**src/rtl/sramlike_bus_arbiter.sv**
```systemverilog
// sramlike_bus_arbiter: shares one sram-like memory port between the inst and data masters.
// One transaction may be outstanding at a time; ties go round-robin (FAIR=1) or to data (FAIR=0).
module sramlike_bus_arbiter #(
    parameter logic FAIR = 1'b1
) (
    input  logic        i_clk,
    input  logic        i_rst_n,
    input  logic        i_inst_req,
    input  logic        i_inst_wr,
    input  logic [1:0]  i_inst_size,
    input  logic [31:0] i_inst_addr,
    input  logic [31:0] i_inst_wdata,
    output logic [31:0] o_inst_rdata,
    output logic        o_inst_addr_ok,
    output logic        o_inst_data_ok,
    input  logic        i_data_req,
    input  logic        i_data_wr,
    input  logic [1:0]  i_data_size,
    input  logic [31:0] i_data_addr,
    input  logic [31:0] i_data_wdata,
    output logic [31:0] o_data_rdata,
    output logic        o_data_addr_ok,
    output logic        o_data_data_ok,
    output logic        o_mem_req,
    output logic        o_mem_wr,
    output logic [1:0]  o_mem_size,
    output logic [31:0] o_mem_addr,
    output logic [31:0] o_mem_wdata,
    input  logic [31:0] i_mem_rdata,
    input  logic        i_mem_addr_ok,
    input  logic        i_mem_data_ok
);
    typedef enum logic [1:0] {IDLE, I_WAIT, D_WAIT} state_t;

    state_t r_state;
    state_t w_next;
    logic   r_last_data;
    logic   w_idle;
    logic   w_sel_data;
    logic   w_acc;

    // The data master drives the mux whenever inst is not the winner, including during reset.
    assign w_sel_data = ~i_rst_n | ~i_inst_req | (i_data_req & (~FAIR | ~r_last_data));
    assign w_idle     = i_rst_n & (r_state == IDLE);

    assign o_mem_req   = w_idle & (i_inst_req | i_data_req);
    assign o_mem_wr    = w_sel_data ? i_data_wr    : i_inst_wr;
    assign o_mem_size  = w_sel_data ? i_data_size  : i_inst_size;
    assign o_mem_addr  = w_sel_data ? i_data_addr  : i_inst_addr;
    assign o_mem_wdata = w_sel_data ? i_data_wdata : i_inst_wdata;

    assign o_inst_addr_ok = w_idle & ~w_sel_data & i_mem_addr_ok;
    assign o_data_addr_ok = w_idle & w_sel_data & i_data_req & i_mem_addr_ok;
    assign w_acc          = o_inst_addr_ok | o_data_addr_ok;

    assign o_inst_data_ok = i_rst_n & i_mem_data_ok & ((r_state == I_WAIT) | o_inst_addr_ok);
    assign o_data_data_ok = i_rst_n & i_mem_data_ok & ((r_state == D_WAIT) | o_data_addr_ok);
    assign o_inst_rdata   = i_mem_rdata;
    assign o_data_rdata   = i_mem_rdata;

    always_comb begin
        w_next = r_state;
        if (r_state == IDLE) begin
            if (w_acc && !i_mem_data_ok)
                w_next = w_sel_data ? D_WAIT : I_WAIT;
        end else if (i_mem_data_ok) begin
            w_next = IDLE;
        end
    end

    always_ff @(posedge i_clk or negedge i_rst_n) begin
        if (!i_rst_n) begin
            r_state     <= IDLE;
            r_last_data <= 1'b0;
        end else begin
            r_state <= w_next;
            if (w_acc)
                r_last_data <= w_sel_data;
        end
    end
endmodule
```
**config.mk**
```make
export PLATFORM = sky130hd
export DESIGN_NAME = sramlike_bus_arbiter
export DESIGN_NICKNAME = d
export VERILOG_FILES = /design/src/rtl/sramlike_bus_arbiter.sv
export SDC_FILE = /design/constraint.sdc
export NUM_CORES = 1
export LEC_CHECK = 0
export CAP_MARGIN = 10
export CORE_AREA = 2 2 118 120
export CTS_CLUSTER_DIAMETER = 40
export DETAILED_ROUTE_END_ITERATION = 10
export DIE_AREA = 0 0 120 122
export PLACE_DENSITY = 0.65
export SKIP_LAST_GASP = 1
export SLEW_MARGIN = 20
export SYNTH_ARGS = -nofsm -noshare
export SYNTH_HDL_FRONTEND = slang
export SYNTH_SLANG_ARGS = --single-unit
```
**constraint.sdc**
```tcl
create_clock -name i_clk -period 2.23 [get_ports i_clk]
set_clock_uncertainty 0.2 [all_clocks]
set_input_delay 0.223 -clock i_clk [delete_from_list [all_inputs] [get_ports i_clk]]
set_output_delay 0.223 -clock i_clk [all_outputs]
set_load 0.005 [all_outputs]
```
==> flow_summary.ini <==
[die]
boundaryPins = 308
num_rows = 43
die_y_um = 122
die-width_um = 120
start_util_pct = 11.46
core_area_um2 = 13500
die_area_um2 = 14640

[routing]
routed_wl_mm = 9.320
final_antenna_net_count = 0
vias = 1950
wl_per_cell_um = 17.29
viasPerCell = 3.618
first_pass_iters = 4
drtIter0Drc = 36
drc = 0

[worst_setup_path]
path_max_fanout = 5
cp_top_family = buffers and inverters
crit_required_ns = 1.81
cpPeakStageDelay_ns = 0.38
r2r-start = r_last_data
worst_setup_path_start_kind = register
cp-end-kind = output port
crit_chain = nand2b_4 -> and3_4 -> buf_12 -> buf_12 -> buf_16 -> buf_8 -> mux2_4 -> buf_6
worstPathArrival_ns = 1.91
cp_slowest_cell = dfrtp_1
critical_path_class = reg -> out
crit_start = r_last_data
path_common_cell = buf_12
crit_buf_inv = 5

[global_route]
grt_first_pass_wirelength_mm = 12.60
grt_pass1_vias = 2173
grtUsageTotal_pct = 11.27
grt_max_degree = 13
grt_overflow = 0
antenna_found_initial = 0

[final_layout]
final_cells = 539
fin_area_um2 = 3979
fin_nets = 532
final_common_cell = clkdlybuf4s50_1
diodes = 0
final_cell_mix = clkdlybuf4s50_1, mux2_2, buf_6
synthToLayoutAreaGrowth_pct = 157.1
drive_gt1_share_pct = 50.14

[synth]
synth_cell_types = 23
syn_nets = 339
ys_ff_latch = 3
yosysSeqAreaShare_pct = 4.850
syn_inst = 167
synthFlopType = dfrtp_1
async_flop_share_pct = 100.0
avgSynthCellArea_um2 = 9.268
netlist_area_um2 = 1548
synth_edf_count = 0
synth-warning-count = 0

[pwr]
p_total_mw = 1.305
share_seq_of_total_power_pct = 5.5
internal_power_mw = 0.9562
p_switching_mw = 0.3491
vdd_drop_max_mv = 0.3477
p_clk_share_pct = 22.7
power_leakage_nw = 1.727
power_frac_comb_pct = 71.8
power.density_nw_per_um2 = 328.1
switching_share_pct = 26.74

[placement]
hpwl_mm = 6.848
portBuffers = 211
gp_congestion = 0.8182
dpl_cell_area_um2 = 3432
dp_cells = 493

[clocking]
path_clk_slew_ns = 0.03
clock_latency_ns = 0.23
cts_made_buffers = 3
cts_buffer_depth = 2
root_buffer = clkbuf_16
cts_tree = yes
cts.htree.levels = 1
clock-sinks = 3

[timing]
setup_ws_ns = -0.09945
min_period_over_period_pct = 104.5
slew_violations = 0
hold_viol_final = 0
relSlewSlack_pct = 77.30
worst_pin_slew_ns = 0.3359
rsz0062_at_grt = true
fmax_ghz = 0.4293
setup-violations-final = 37
period_needed_ns = 2.329

[min_path]
hold_path.class = in -> out
min_from = i_mem_rdata[14]

[flow_run]
max-cap-violations = 0

[outcome]
run_status = complete, but fails checks
violations = setup timing
==> what timing repair did <==
item / in CTS / in global routing
setup buffers: 27 / 13
gates cloned: 3 / 1
hold buffers: 1 / 0
pin swaps: 1 / 1
gates resized for setup: 182 / 109
endpoints found under the setup margin: 69 / 65
endpoints found under the hold margin: 3 / 0
==> final timing paths <==
path,slack (ns),cells past startpoint,endpoint
max,-0.1,8,o_mem_wdata[13]
min,0.25,0,o_data_rdata[14]
max reg2reg,0.66,5,r_state[0]
min reg2reg,0.40,2,r_last_data
max in group asynchronous,1.14,3,r_state[0]
min in group asynchronous,0.52,3,r_state[1]
==> per-layer routing <==
| layer | vias up | track usage [%] | share of wire, % |
|---|---|---|---|
| met5 | - | 0 | 0 |
| met4 | 0 | 4.265 | 2.9 |
| met3 | 25 | 2.575 | 7.5 |
| met2 | 126 | 18.86 | 47 |
| met1 | 894 | 14.07 | 43 |
| li1 | 905 | - | - |
==> sequential cells by signal (all words and copies together) (netlist names) <==
signal and flops:
r_state 2, r_last_data 1
==> kinds of logic after synthesis <==
| family | after synthesis | share of synthesized area [%] |
|---|---|---|
| AND/OR/NAND/NOR | 15 | 5.741 |
| flip-flops | 3 | 4.850 |
| multiplexers | 67 | 50.69 |
| buffers and inverters | 75 | 35.57 |
| AO/OA/AOI/OAI | 7 | 3.153 |
==> Yosys cell counts (all sizes together), types with 2 or more instances <==
library cell	instances	area, um^2
buf	72	539.3
mux2	67	784.5
a21oi	3	15.01
dfrtp	3	75.07
nor2	3	11.26
and3	2	12.51
inv	2	7.510
nand2	2	7.510
nor3	2	10.01
==> power by group through the flow <==
stage	sequential [mW]	combinational, mW	clock (mW)
2_1_floorplan	0.0702	0.329	0
4_1_cts	0.0708	0.834	0.299
3_5_place_dp	0.0702	0.775	0
6_report	0.0718	0.937	0.296
5_1_grt	0.0729	0.992	0.304
3_3_place_gp	0.0709	0.774	0
==> stage by stage <==
| step | setup TNS (ns) | worst slack, ns | util (%) | hold WS, ns |
|---|---|---|---|---|
| detailed placement | -15.30 | -0.3052 | 25.41 | 0.2461 |
| CTS | -2.573 | -0.1341 | 27.63 | 0.2461 |
| global placement | -14.12 | -0.3196 | 25.41 | 0.2461 |
| finish | -1.962 | -0.09945 | 29.46 | 0.2460 |
| floorplan | 0 | 0.3994 | - | -0.2726 |
| global route | -3.894 | -0.1400 | 29.46 | 0.2460 |
==> worst reg2reg max path, stage by stage (launching register included) <==
cell and delay [ns]:
dfrtp_1 0.38, nand2b_4 0.15, and3_4 0.20, buf_12 0.14
buf_8 0.14, a32o_1 0.24
==> final cells by class <==
type                       instances  area [um^2]
tap                              180        225.2
fill                            1432         9525
multi-input combinational         89         1020
sequential                         3        75.07
clock buffer                       4        78.83
timing repair buffer             261         2572
inverter                           2        7.507
Note: power is estimated with default switching activity, not from simulation.
